[src/rtl/pipe_stage_buf.sv]
// Pipeline stage buffer: registered main entry with flush redirect and bubble insertion.
// Define PIPE_STAGE_SKID_EN to add a second (skid) entry and a registered in_ready.
module pipe_stage_buf #(
  parameter int DATA_W  = 96,
  parameter int CTRL_W  = 24,
  parameter int PC_BIAS = 8
) (
  input  logic              CLK,
  input  logic              NRST,
  input  logic              in_valid,
  output logic              in_ready,
  input  logic [31:0]       in_pc,
  input  logic [31:0]       in_inst,
  input  logic [DATA_W-1:0] in_data,
  input  logic [CTRL_W-1:0] in_ctrl,
  output logic              out_valid,
  input  logic              out_ready,
  output logic [31:0]       out_pc,
  output logic [31:0]       out_inst,
  output logic [DATA_W-1:0] out_data,
  output logic [CTRL_W-1:0] out_ctrl,
  input  logic              flush,
  input  logic [31:0]       flush_pc,
  output logic [1:0]        occupancy
);

  localparam logic [31:0] PC_BIAS_C = 32'(PC_BIAS);

  logic              valid_q, valid_d;
  logic [31:0]       pc_q, pc_d;
  logic [31:0]       inst_q, inst_d;
  logic [DATA_W-1:0] data_q, data_d;
  logic [CTRL_W-1:0] ctrl_q, ctrl_d;
  logic [1:0]        occ_q, occ_d;
  logic              xfer_in_s;
  logic              xfer_out_s;

`ifdef PIPE_STAGE_SKID_EN
  logic              sk_valid_q, sk_valid_d;
  logic [31:0]       sk_pc_q, sk_pc_d;
  logic [31:0]       sk_inst_q, sk_inst_d;
  logic [DATA_W-1:0] sk_data_q, sk_data_d;
  logic [CTRL_W-1:0] sk_ctrl_q, sk_ctrl_d;
  logic              rdy_q, rdy_d;

  assign in_ready = rdy_q;
`else
  assign in_ready = ~valid_q | out_ready;
`endif

  assign out_valid = valid_q;
  assign out_pc    = pc_q;
  assign out_inst  = inst_q;
  assign out_data  = data_q;
  assign out_ctrl  = ctrl_q;
  assign occupancy = occ_q;

  // Next-state selection: flush first, then skid drain, skid fill, main load, bubble.
  always_comb begin
    valid_d    = valid_q;
    pc_d       = pc_q;
    inst_d     = inst_q;
    data_d     = data_q;
    ctrl_d     = ctrl_q;
    xfer_out_s = valid_q & out_ready;
`ifdef PIPE_STAGE_SKID_EN
    sk_valid_d = sk_valid_q;
    sk_pc_d    = sk_pc_q;
    sk_inst_d  = sk_inst_q;
    sk_data_d  = sk_data_q;
    sk_ctrl_d  = sk_ctrl_q;
    xfer_in_s  = in_valid & rdy_q & ~flush;
`else
    xfer_in_s  = in_valid & (~valid_q | out_ready) & ~flush;
`endif

    if (flush) begin
      valid_d = 1'b0;
      ctrl_d  = '0;
      inst_d  = 32'h0000_0000;
      pc_d    = flush_pc - PC_BIAS_C;
`ifdef PIPE_STAGE_SKID_EN
      sk_valid_d = 1'b0;
      sk_ctrl_d  = '0;
`endif
    end else begin
`ifdef PIPE_STAGE_SKID_EN
      if (sk_valid_q) begin
        // Skid entry is older than anything upstream, so it refills main first.
        if (xfer_out_s) begin
          valid_d    = 1'b1;
          pc_d       = sk_pc_q;
          inst_d     = sk_inst_q;
          data_d     = sk_data_q;
          ctrl_d     = sk_ctrl_q;
          sk_valid_d = 1'b0;
          sk_ctrl_d  = '0;
        end else begin
          sk_valid_d = 1'b1;
        end
      end else if (xfer_in_s && valid_q && !out_ready) begin
        sk_valid_d = 1'b1;
        sk_pc_d    = in_pc;
        sk_inst_d  = in_inst;
        sk_data_d  = in_data;
        sk_ctrl_d  = in_ctrl;
      end else if (xfer_in_s) begin
`else
      if (xfer_in_s) begin
`endif
        valid_d = 1'b1;
        pc_d    = in_pc;
        inst_d  = in_inst;
        data_d  = in_data;
        ctrl_d  = in_ctrl;
      end else if (xfer_out_s) begin
        valid_d = 1'b0;
        ctrl_d  = '0;
      end else begin
        valid_d = valid_q;
      end
    end

`ifdef PIPE_STAGE_SKID_EN
    occ_d = {1'b0, valid_d} + {1'b0, sk_valid_d};
    rdy_d = ~sk_valid_d;
`else
    occ_d = {1'b0, valid_d};
`endif
  end

  // State registers with synchronous active-low reset.
  always_ff @(posedge CLK) begin
    if (!NRST) begin
      valid_q <= 1'b0;
      pc_q    <= 32'h0000_0000;
      inst_q  <= 32'h0000_0000;
      data_q  <= '0;
      ctrl_q  <= '0;
      occ_q   <= 2'd0;
`ifdef PIPE_STAGE_SKID_EN
      sk_valid_q <= 1'b0;
      sk_pc_q    <= 32'h0000_0000;
      sk_inst_q  <= 32'h0000_0000;
      sk_data_q  <= '0;
      sk_ctrl_q  <= '0;
      rdy_q      <= 1'b1;
`endif
    end else begin
      valid_q <= valid_d;
      pc_q    <= pc_d;
      inst_q  <= inst_d;
      data_q  <= data_d;
      ctrl_q  <= ctrl_d;
      occ_q   <= occ_d;
`ifdef PIPE_STAGE_SKID_EN
      sk_valid_q <= sk_valid_d;
      sk_pc_q    <= sk_pc_d;
      sk_inst_q  <= sk_inst_d;
      sk_data_q  <= sk_data_d;
      sk_ctrl_q  <= sk_ctrl_d;
      rdy_q      <= rdy_d;
`endif
    end
  end

endmodule

[config.mk]
export PLATFORM = sky130hd
export DESIGN_NAME = pipe_stage_buf
export DESIGN_NICKNAME = d
export VERILOG_FILES = /design/src/rtl/pipe_stage_buf.sv
export SDC_FILE = /design/constraint.sdc
export NUM_CORES = 1
export LEC_CHECK = 0
export BUFFER_PORTS_ARGS = -buffer_cell sky130_fd_sc_hd__buf_2
export CAP_MARGIN = 25
export CORE_AREA = 2 2 157 159
export CTS_CLUSTER_SIZE = 10
export DETAILED_ROUTE_END_ITERATION = 8
export DIE_AREA = 0 0 159 161
export GPL_TIMING_DRIVEN = 0
export SLEW_MARGIN = 20
export SYNTH_ARGS = -nofsm -noshare
export SYNTH_HDL_FRONTEND = slang
export SYNTH_SLANG_ARGS = --single-unit
[constraint.sdc]
create_clock -name CLK -period 1.9 [get_ports CLK]
set_input_delay 0.38 -clock CLK [delete_from_list [all_inputs] [get_ports CLK]]
set_output_delay 0.38 -clock CLK [all_outputs]
set_load 0.02 [all_outputs]
==> results.json, run 1 <==
{
  "run_status": "complete, no violations",
  "timing.clock.skew_ns": 0.008263,
  "cts.htree.levels": 4,
  "dieWidth_um": 159,
  "synth-seq-cells": 185,
  "worst_skew_pair.late_latency_ns": 0.42,
  "pwr-share-comb": 0.150,
  "post_layout_nonfiller_instances": 1655,
  "globalRoute.totalOverflow": 0,
  "max_cap_violations": 0,
  "totalWireLength_mm": 26.66,
  "synth-async-reset-ratio": 0,
  "hold-worst-slack_ns": 0.1849,
  "total_switching_power_mw": 2.596,
  "cellLeakagePower_nw": 4.902,
  "io-pin-count": 409,
  "vdd_ir_drop_max_mv": 0.4649,
  "number_of_standard_cells_after_synthesis": 889,
  "syn-mean-instance-area_um2": 8.376,
  "maxSlewViolCount": 0,
  "worstPathArrival_ns": 2.16,
  "via_count_of_the_first_global_routing_pass": 7563,
  "final_core_util": 0.4423,
  "cts_tree": "yes",
  "syn-num-nets": 1111,
  "layout_common_cells": "405 x sky130_fd_sc_hd__buf_2, 291 x sky130_fd_sc_hd__nand2_1, 184 x sky130_fd_sc_hd__dfxtp_1",
  "layout_commonest_cell": "sky130_fd_sc_hd__buf_2",
  "post_synth_num_cell_types": 46,
  "grt_start_max_net_pins": 20,
  "clock-sinks": 185,
  "detailedPlacementHpwl_mm": 21.15,
  "sequential_fraction_of_design_power": 0.457,
  "clock_tree.buffer_depth": 2,
  "detailedRoute.firstIterationViolations": 288,
  "final_nets": 1536,
  "power.switching_fraction": 0.2863,
  "grt_usage": 0.2054,
  "critPathLaunchType": "input pin",
  "die_height_um": 161,
  "critPathKind": "in2reg",
  "hold_viol_final": 0,
  "worst-slew-pin-transition_ns": 0.7101,
  "grt_first_pass_wirelength_mm": 41.57,
  "netlist_area_pre_place_um2": 7446,
  "clk_root_buffer_cell": "sky130_fd_sc_hd__clkbuf_16",
  "crit_slowest_cell": "sky130_fd_sc_hd__or4_4",
  "final_setup_fails": 0,
  "ff_to_ff_setup_slack_ns": 0.16,
  "cts-hold-fix-buffers": 0,
  "place_congestion": 0.8841,
  "drive_above_1_share": 0.3851,
  "cp_data_required_time_ns": 2.22,
  "synth-edff-count": 0,
  "count_of_input_and_output_buffers": 406,
  "post_drt_via_cell_ratio": 4.590,
  "syn2layout_area_growth_pct": 42.33,
  "period_share": 0.9687,
  "initial_utilization": 0.3107,
  "power.density_cell_area_nw_per_um2": 855.5,
  "totalPowerFinal_mw": 9.067,
  "postSynth.topFlopCell": "sky130_fd_sc_hd__dfxtp_1",
  "synthesis.yosys.warnings": 0,
  "internal_power_contribution_mw": 6.471,
  "fin_setup_tns_ns": 0,
  "synth.yosys.seq_area_share": 0.4974,
  "detailroute.via_count": 7597,
  "critical_path.max_fanout": 5,
  "critPathMaxStageDelay_ns": 0.58,
  "worstHoldPathType": "in2reg",
  "remaining_design_rule_violation_count": 0,
  "fillCellCount": 2507,
  "final.min_clock_period_ns": 1.841,
  "die_area_um2": 25600,
  "cts-buffers-inserted": 17,
  "path_clk_slew_ns": 0.07,
  "antenna_found_initial": 6,
  "placedCellCount": 1619,
  "drt_pass1_iterations": 4,
  "wl_per_cell_um": 16.11,
  "detail-route-antenna-nets": 0,
  "max_clock_freq_mhz": 543.3,
  "rows": 57,
  "timing.critical_path.cells": "buf_2, or3_4, or4_4, nor4_4, nand4_1, and4b_1",
  "slew_headroom": 0.5230,
  "core_area_um2": 23960,
  "critPathCaptureType": "flop",
  "p_clk_frac": 0.394
}
## cell type report
class                      instances  area (µm²)  area share
clock buffer                      18       429.2     0.04050
tap                              324       405.4     0.03825
timing repair buffer             409        2073      0.1956
buffer                            63       339.1     0.03200
clock inverter                    14       151.4     0.01429
antenna                            4       10.01   0.0009445
multi-input combinational        633        3462      0.3267
sequential                       185        3705      0.3496
inverter                           5       22.52    0.002125
## cell families after synthesis
family	share of synthesized area
muxes	0.03125
adders and majority gates	0.001680
buffers and inverters	0.04251
AOI/OAI and AO/OA	0.1864
other	0.0005036
xor gates and xnor gates	0.02470
and+or+nand+nor	0.2156
DFF	0.4974
## critical path, delay by kind of cell
family	cells	cell delay [ns]
AND/OR/NAND/NOR	5	1.65
buffers and inverters	1	0.12
## cell usage after synthesis, drive strengths merged (2+ instances only)
| cell type | instances | share of area |
|---|---|---|
| nand2 | 292 | 0.15 |
| dfxtp | 185 | 0.50 |
| a21boi | 96 | 0.097 |
| clkbuf | 53 | 0.029 |
| a21oi | 50 | 0.034 |
| nor2 | 34 | 0.017 |
| o21ai | 25 | 0.017 |
| a22oi | 24 | 0.024 |
| mux2 | 18 | 0.027 |
| xnor2 | 15 | 0.018 |
| nor3 | 12 | 0.0081 |
| buf | 11 | 0.0079 |
| nor4 | 9 | 0.013 |
| and3 | 6 | 0.0050 |
| nand3 | 6 | 0.0040 |
| xor2 | 6 | 0.0071 |
| inv | 5 | 0.0025 |
| a311oi | 4 | 0.0047 |
| and2 | 4 | 0.0034 |
| nand2b | 4 | 0.0034 |
| or3 | 4 | 0.0044 |
| a211oi | 3 | 0.0030 |
| a31oi | 3 | 0.0025 |
| mux2i | 3 | 0.0040 |
| nor3b | 2 | 0.0020 |
| o211a | 2 | 0.0027 |
| or2 | 2 | 0.0017 |
## worst paths after layout
check                                   end  depth (start not counted)                 startpoint
setup / recovery    out_pc[30]$_SDFFE_PN0P_                          6               flush_pc[19]
hold / removal    out_inst[19]$_SDFFE_PP0P_                          3                in_inst[19]
setup reg to reg    out_pc[18]$_SDFFE_PN0P_                          7  occupancy[0]$_SDFFE_PP0P_
hold reg to reg    out_inst[2]$_SDFFE_PP0P_                          2   out_inst[2]$_SDFFE_PP0P_
## power by group through the flow
| stage | combinational, mW | sequential, mW | clock (mW) |
|---|---|---|---|
| CTS | 1.36 | 4.14 | 3.67 |
| global placement | 1.34 | 4.22 | 0 |
| finish | 1.36 | 4.14 | 3.57 |
| floorplan | 0.495 | 4.45 | 0 |
| global route | 1.49 | 4.16 | 3.85 |
| detailed placement | 1.35 | 4.23 | 0 |
## routing by layer
| layer | GRT usage | wire length, µm | up-vias | share of wire |
|---|---|---|---|---|
| li1 | - | - | 3818 | - |
| met1 | 0.2413 | 11240 | 3454 | 0.42 |
| met2 | 0.3591 | 12950 | 282 | 0.49 |
| met3 | 0.05419 | 1686 | 41 | 0.063 |
| met4 | 0.08017 | 774 | 2 | 0.029 |
| met5 | 0 | 11 | - | 0.00041 |
## sequential cells by signal (all words and copies together) (netlist names)
| signal | cells |
|---|---|
| out_inst | 32 |
| occupancy | 1 |
| out_data | 96 |
| out_ctrl | 24 |
| out_pc | 32 |
## metrics by stage
step	cell area, µm²	setup slack (ns)
detailed placement	9893	-1.252
global placement	9893	-1.305
floorplan	7456	-0.1720
finish	10600	0.05946
global route	10590	-0.0007518
CTS	10520	-0.02018
## what timing repair did
action,CTS,global route
pin swaps,0,5
gates resized for setup,25,27
setup endpoints to repair,151,101
setup buffers,0,3
No activity file was read; power rests on OpenSTA's default activity.
==> inputs of run 2 (changes only) <==
--- a/config.mk
+++ b/config.mk
@@ -12,6 +12,7 @@
 export DETAILED_ROUTE_END_ITERATION = 8
 export DIE_AREA = 0 0 159 161
 export GPL_TIMING_DRIVEN = 0
+export HOLD_SLACK_MARGIN = 0.06
 export SLEW_MARGIN = 20
 export SYNTH_ARGS = -nofsm -noshare
 export SYNTH_HDL_FRONTEND = slang
==> constraint.sdc (replaced) <==
create_clock -name CLK -period 1.8 [get_ports CLK]
set_input_delay 0.36 -clock CLK [delete_from_list [all_inputs] [get_ports CLK]]
set_output_delay 0.36 -clock CLK [all_outputs]
set_load 0.02 [all_outputs]
==> run 2 against run 1 <==
Worst setup slack worse by 0.015 ns. Die area unchanged. Largest cell class unchanged. Clock skew up 0.0056 ns. Count of clock-buffer cells in the layout up 1. Register-to-register slack worse by 0.04 ns. Final cell count down 0.24%. Critical path type unchanged. Final area about the same. Combinational power up 6%. Critical endpoint unchanged. Worst hold slack worse by 0.016 ns. Highest routed layer is now met4.
==> results.json, run 2 (synthesis results as in run 1) <==
{
  "critPathKind": "in2reg",
  "fillCellCount": 2520,
  "max_clock_freq_mhz": 569.6,
  "rows": 57,
  "detail-route-antenna-nets": 0,
  "cts.htree.levels": 4,
  "syn2layout_area_growth_pct": 42.30,
  "final_setup_fails": 0,
  "worstPathArrival_ns": 2.08,
  "critical_path.max_fanout": 5,
  "global_route.usage.met1": 0.2467,
  "layout_common_cells": "412 x sky130_fd_sc_hd__buf_2, 291 x sky130_fd_sc_hd__nand2_1, 184 x sky130_fd_sc_hd__dfxtp_1",
  "detailroute.via_count": 7570,
  "period_share": 0.9753,
  "dieWidth_um": 159,
  "via_count_of_the_first_global_routing_pass": 7408,
  "die_area_um2": 25600,
  "critPathMaxStageDelay_ns": 0.58,
  "io-pin-count": 409,
  "drive_above_1_share": 0.3854,
  "hold_viol_final": 0,
  "grtUsageMet3": 0.05213,
  "clock-sinks": 185,
  "path_clk_slew_ns": 0.08,
  "final_core_util": 0.4421,
  "globalRoute.totalOverflow": 0,
  "critPathLaunchType": "input pin",
  "path_buf_inv": 1,
  "detailedPlacementHpwl_mm": 20.88,
  "core_area_um2": 23960,
  "largest_register_ff_count": 96,
  "grt_first_pass_wirelength_mm": 41.02,
  "top_family_by_delay_on_critical_path": "simple AND/OR/NAND/NOR gates",
  "maxSlewViolCount": 0,
  "max_cap_violations": 0,
  "grt_most_used_layer": "met2",
  "grt_usage": 0.2029,
  "count_of_input_and_output_buffers": 406,
  "die_height_um": 161,
  "clk_root_buffer_cell": "sky130_fd_sc_hd__clkbuf_16",
  "initial_utilization": 0.3107,
  "final.min_clock_period_ns": 1.756,
  "power.density_cell_area_nw_per_um2": 900.8,
  "cp_data_required_time_ns": 2.12,
  "clock_tree.buffer_depth": 2,
  "drt_pass1_iterations": 4,
  "grt_start_max_net_pins": 19,
  "worstHoldPathType": "in2reg",
  "remaining_design_rule_violation_count": 0,
  "antenna_found_initial": 1,
  "fin_setup_tns_ns": 0,
  "crit_slowest_cell": "sky130_fd_sc_hd__or4_4",
  "critPathCaptureType": "flop",
  "worst_skew_pair.late_latency_ns": 0.43,
  "cts-hold-fix-buffers": 0,
  "cts_tree": "yes",
  "layout_commonest_cell": "sky130_fd_sc_hd__buf_2",
  "detailedRoute.firstIterationViolations": 411,
  "setup_repair_after_global_routing_missed_its_margin": "no",
  "slew_headroom": 0.5556,
  "final_nets": 1535,
  "placedCellCount": 1619,
  "place_congestion": 0.9126,
  "cts-buffers-inserted": 17,
  "cellLeakagePower_nw": 4.899,
  "timing.clock.skew_ns": 0.01386,
  "totalWireLength_mm": 26.73,
  "run_status": "complete, no violations",
  "post_layout_nonfiller_instances": 1651,
  "post_drt_via_cell_ratio": 4.585,
  "wl_per_cell_um": 16.19,
  "globalRouteMet2Util": 0.3516,
  "timing.critical_path.cells": "buf_2, or3_1, or4_4, nor4_4, nand4_1, and4b_1",
  "vdd_ir_drop_max_mv": 0.4480,
  "worst-slew-pin-transition_ns": 0.6666
}
run 2: cell count changes in the layout (fill, tap and decap cells not counted), sizes merged:
cell,change
inv,-1
clkbuf,-5
clkinv,+1
bufinv,-1
diode,-3
buf,+5
run 2: stage by stage:
stage          hold slack, ns  total power [mW]  worst slack, ns  cell area (µm²)
6_report               0.1686             9.544          0.04441            10600
5_1_grt                0.1429             9.984         0.005710            10600
4_1_cts                0.1408             9.653         0.002608            10550
3_5_place_dp           0.4448             5.890           -1.364             9902
3_3_place_gp           0.4395             5.879           -1.369             9902
2_1_floorplan          0.4819             5.221          -0.2520             7465
run 2: layer usage:
metal / wire [µm] / vias to the layer above
li1: - / 3815
met1: 11420 / 3435
met2: 13040 / 284
met3: 1704 / 36
met4: 562 / 0
met5: 0 / -
run 2: worst reg2reg max path, cell delays in order (launching register included):
cell	delay (ns)
sky130_fd_sc_hd__dfxtp_2	0.35
sky130_fd_sc_hd__nand2b_2	0.12
sky130_fd_sc_hd__and2_4	0.28
sky130_fd_sc_hd__buf_4	0.24
sky130_fd_sc_hd__mux2_2	0.35
sky130_fd_sc_hd__o21ai_0	0.15
sky130_fd_sc_hd__a21oi_1	0.06
run 2: report_power, final:
part | internal (mW) | switching, mW | leakage, nW
Combinational | 0.575 | 0.865 | 3.10
Clock | 1.92 | 1.82 | 0.285
Sequential | 4.28 | 0.0909 | 1.51
run 2: layout make-up:
cell class	instances	area, µm²	area share
Clock buffer	19	452.9	0.04275
Sequential cell	185	3705	0.3497
Multi-Input combinational cell	633	3478	0.3283
Clock inverter	13	126.4	0.01193
Inverter	5	22.52	0.002126
Antenna cell	1	2.502	0.0002362
Timing Repair Buffer	408	2063	0.1947
Buffer	63	339.1	0.03200
Tap cell	324	405.4	0.03826
run 2: final timing paths:
check                                                 to  cells after the start  slack [ns]                      start
worst max-delay path             out_pc[30]$_SDFFE_PN0P_                      6        0.04               flush_pc[18]
worst min-delay path            out_inst[3]$_SDFFE_PP0P_                      3        0.17                 in_inst[3]
worst max register to register   out_pc[18]$_SDFFE_PN0P_                      6        0.12  occupancy[0]$_SDFFE_PP0P_
worst min register to register  out_inst[3]$_SDFFE_PP0P_                      2        0.45   out_inst[3]$_SDFFE_PP0P_
run 2: repair_timing:
| action | 4_1_cts | 5_1_grt |
|---|---|---|
| pin swaps | 6 | 6 |
| cloned | 0 | 0 |
| setup endpoints to repair | 170 | 72 |
| setup buffers | 2 | 0 |
| resized for setup | 31 | 20 |
| hold endpoints to repair | 0 | 0 |
==> inputs of run 3 (changes only) <==
--- a/config.mk
+++ b/config.mk
@@ -5,6 +5,7 @@
 export SDC_FILE = /design/constraint.sdc
 export NUM_CORES = 1
 export LEC_CHECK = 0
+export ABC_AREA = 1
 export BUFFER_PORTS_ARGS = -buffer_cell sky130_fd_sc_hd__buf_2
 export CAP_MARGIN = 25
 export CORE_AREA = 2 2 157 159
==> run 3 against run 2 <==
Count of clock-buffer cells in the layout down 1. Register-to-register slack better by 0.03 ns. Highest routed layer unchanged. Sequential share of layout area up 0.36 points. Synthesized cell count up 13%. Global-route usage up 1.4 points. First-iteration DRC count up 24%. Critical path type is now reg2reg. Worst setup slack better by 0.10 ns. Clock skew up 0.0055 ns. Clock power down 2%. Routed wire length up 6.9%. Worst hold slack better by 0.0018 ns. Critical path depth up 1.
==> results.json, run 3 <==
{
  "power.density_cell_area_nw_per_um2": 902.1,
  "hold-path-endpoint": "out_data[6]$_SDFFE_PN0P_",
  "netlist.top_cell.by_area": "sky130_fd_sc_hd__dfxtp_1",
  "clock-sinks": 185,
  "post_synth_num_cell_types": 32,
  "drive_above_1_share": 0.3366,
  "dieWidth_um": 159,
  "grt_start_max_net_pins": 19,
  "layout_common_cells": "422 x sky130_fd_sc_hd__buf_2, 317 x sky130_fd_sc_hd__nand2_1, 185 x sky130_fd_sc_hd__dfxtp_1",
  "final_nets": 1657,
  "post_dp_cell_area_um2": 9911,
  "initial_utilization": 0.3117,
  "cts_tree": "yes",
  "largest_register_ff_count": 96,
  "detailedRoute.firstIterationViolations": 508,
  "core_area_um2": 23960,
  "post_synth_main_area_contributors": "sky130_fd_sc_hd__dfxtp_1 50%, sky130_fd_sc_hd__nand2_1 16%, sky130_fd_sc_hd__a21oi_1 11%",
  "postSynth.topFlopCell": "sky130_fd_sc_hd__dfxtp_1",
  "synth-async-reset-ratio": 0,
  "cts.htree.levels": 4,
  "globalRoute.totalOverflow": 0,
  "clk_root_buffer_cell": "sky130_fd_sc_hd__clkbuf_16",
  "drt_pass1_iterations": 7,
  "vdd_ir_drop_max_mv": 0.4306,
  "worst_skew_pair.late_latency_ns": 0.43,
  "netlist_area_pre_place_um2": 7468,
  "hold_path_startpoint": "in_data[6]",
  "fillCellCount": 2562,
  "run_status": "complete, no violations",
  "detail-route-antenna-nets": 0,
  "via_count_of_the_first_global_routing_pass": 7795,
  "worstHoldPathCells": 3,
  "worst-slew-pin-transition_ns": 0.7408,
  "cp_data_required_time_ns": 2.14,
  "synth_top_area_share": 0.4959,
  "timing.critical_path.cells": "nand2_2, nand2_2, inv_2, nand2_4, clkbuf_1, nand3_1, a21oi_1",
  "layout.area.seq_um2": 3704,
  "final.min_clock_period_ns": 1.651,
  "number_of_standard_cells_after_synthesis": 1009,
  "wl_per_cell_um": 16.12,
  "synthesis.yosys.warnings": 0,
  "final_setup_fails": 0,
  "detailroute.via_count": 8255,
  "post_synth_most_frequent_cells": "317 x sky130_fd_sc_hd__nand2_1, 185 x sky130_fd_sc_hd__dfxtp_1, 160 x sky130_fd_sc_hd__a21oi_1, 99 x sky130_fd_sc_hd__nor2_1, 45 x sky130_fd_sc_hd__nand3_1",
  "maxSlewViolCount": 0,
  "critical_path.max_fanout": 10,
  "critPathLaunchType": "flop",
  "count_of_input_and_output_buffers": 407,
  "hold_viol_final": 0,
  "reg2regPathDepth": 7,
  "syn-num-nets": 1231,
  "critPathMaxStageDelay_ns": 0.44,
  "antenna_found_initial": 3,
  "die_height_um": 161,
  "crit_slowest_cell": "sky130_fd_sc_hd__clkbuf_1",
  "syn2layout_area_growth_pct": 40.39,
  "post_drt_via_cell_ratio": 4.659,
  "final_core_util": 0.4376,
  "max_clock_freq_mhz": 605.7,
  "layout_commonest_cell": "sky130_fd_sc_hd__buf_2",
  "max_cap_violations": 0,
  "setup_repair_after_global_routing_missed_its_margin": "yes",
  "synth.yosys.seq_area_share": 0.4959,
  "synth-seq-cells": 185,
  "critical_path.reg2reg.endpoint": "out_ctrl[20]$_SDFFE_PP0P_",
  "critPathCaptureType": "flop",
  "syn-mean-instance-area_um2": 7.402,
  "detailedPlacementHpwl_mm": 22.36,
  "period_share": 0.9171,
  "final_design_area_no_fill_um2": 10490,
  "totalPowerFinal_mw": 9.458,
  "die_area_um2": 25600,
  "cts-hold-fix-buffers": 0,
  "rows": 57,
  "regToRegStartpoint": "occupancy[0]$_SDFFE_PP0P_",
  "clock_tree.buffer_depth": 2,
  "critical_path.most_common_cell": "sky130_fd_sc_hd__nand2_2",
  "cts-buffers-inserted": 17,
  "multi_input_area_um2": 3232,
  "critPathKind": "reg2reg",
  "worstPathArrival_ns": 1.99,
  "path_clk_slew_ns": 0.08,
  "place_congestion": 0.9578,
  "worstHoldPathType": "in2reg",
  "ff_to_ff_setup_slack_ns": 0.15,
  "cellLeakagePower_nw": 4.993,
  "io-pin-count": 409,
  "synth-edff-count": 0,
  "most_instantiated_library_cell_after_synthesis": "sky130_fd_sc_hd__nand2_1",
  "timing.clock.skew_ns": 0.01940,
  "grt_usage": 0.2164,
  "remaining_design_rule_violation_count": 0,
  "grt_first_pass_wirelength_mm": 43.54,
  "slew_headroom": 0.5061,
  "totalWireLength_mm": 28.57
}
-- run 3: report_power, final --
part | switching, mW | leakage, nW | internal, mW
combinational | 0.897 | 3.20 | 0.538
clock | 1.78 | 0.275 | 1.87
sequential | 0.0932 | 1.51 | 4.28
total | 2.77 | 4.99 | 6.69
-- run 3: what timing repair did --
action	4_1_cts	5_1_grt
buffers inserted	0	0
cloned	0	0
endpoints found under the setup margin	10	3
gates resized for setup	1	1
-- run 3: metal layers --
layer	track usage	wire (µm)
met4	0.05289	512
met1	0.2584	11960
met3	0.04879	1902
met2	0.3945	14190
met5	0	0
-- run 3: final cells by class --
class | count | share of cell area
buffer | 65 | 0.03520
clock inverter | 13 | 0.01253
multi-input combinational | 715 | 0.3082
antenna | 1 | 0.0002387
timing repair buffer | 407 | 0.1943
inverter | 44 | 0.01575
sequential | 185 | 0.3532
clock buffer | 18 | 0.04189
tap | 324 | 0.03866
-- run 3: per-stage QoR --
step	setup TNS, ns	hold slack (ns)	setup WS (ns)	std cells
6_report	0	0.1704	0.1491	1772
5_1_grt	-0.01221	0.1503	-0.007103	1771
4_1_cts	0	0.1518	0.09179	1771
3_5_place_dp	-16.56	0.4521	-0.2701	1740
3_3_place_gp	-12.62	0.4487	-0.2211	1740
2_1_floorplan	0	0.4643	0.2655	1009
-- run 3: worst max-delay path: cells and delay by family, from the launching register on --
family                 cells  cell delay [ns]
flip-flops                 1             0.43
AND/OR/NAND/NOR            4             0.52
AO/OA/AOI/OAI              1             0.14
buffers and inverters      2             0.50
-- run 3: cell families (layout without fill, tap and decap cells) --
group / count (synthesis) / in the layout / share of synthesized area
XOR/XNOR: 8 / 8 / 0.009381
other: 1 / 2 / 0.0005021
adder cells (fa/ha/maj): 1 / 1 / 0.001675
AND/OR/NAND/NOR: 496 / 496 / 0.2672
AO/OA/AOI/OAI: 209 / 209 / 0.1540
flip-flops: 185 / 185 / 0.4959
buffers and inverters: 109 / 547 / 0.07137
-- run 3: worst max-delay path by stage --
| stage | start | to | slack [ns] | depth (start not counted) |
|---|---|---|---|---|
| after floorplan | occupancy[0]$_SDFFE_PP0P_ | out_pc[12]$_SDFFE_PN0P_ | 0.27 | 9 |
| after global placement | NRST | out_data[91]$_SDFFE_PN0P_ | -0.22 | 5 |
| after detailed placement | NRST | out_data[84]$_SDFFE_PN0P_ | -0.27 | 5 |
| after CTS | occupancy[0]$_SDFFE_PP0P_ | out_data[39]$_SDFFE_PN0P_ | 0.09 | 8 |
| after global routing | occupancy[0]$_SDFFE_PP0P_ | out_data[54]$_SDFFE_PN0P_ | -0.007 | 8 |
| final | occupancy[0]$_SDFFE_PP0P_ | out_ctrl[20]$_SDFFE_PP0P_ | 0.15 | 7 |
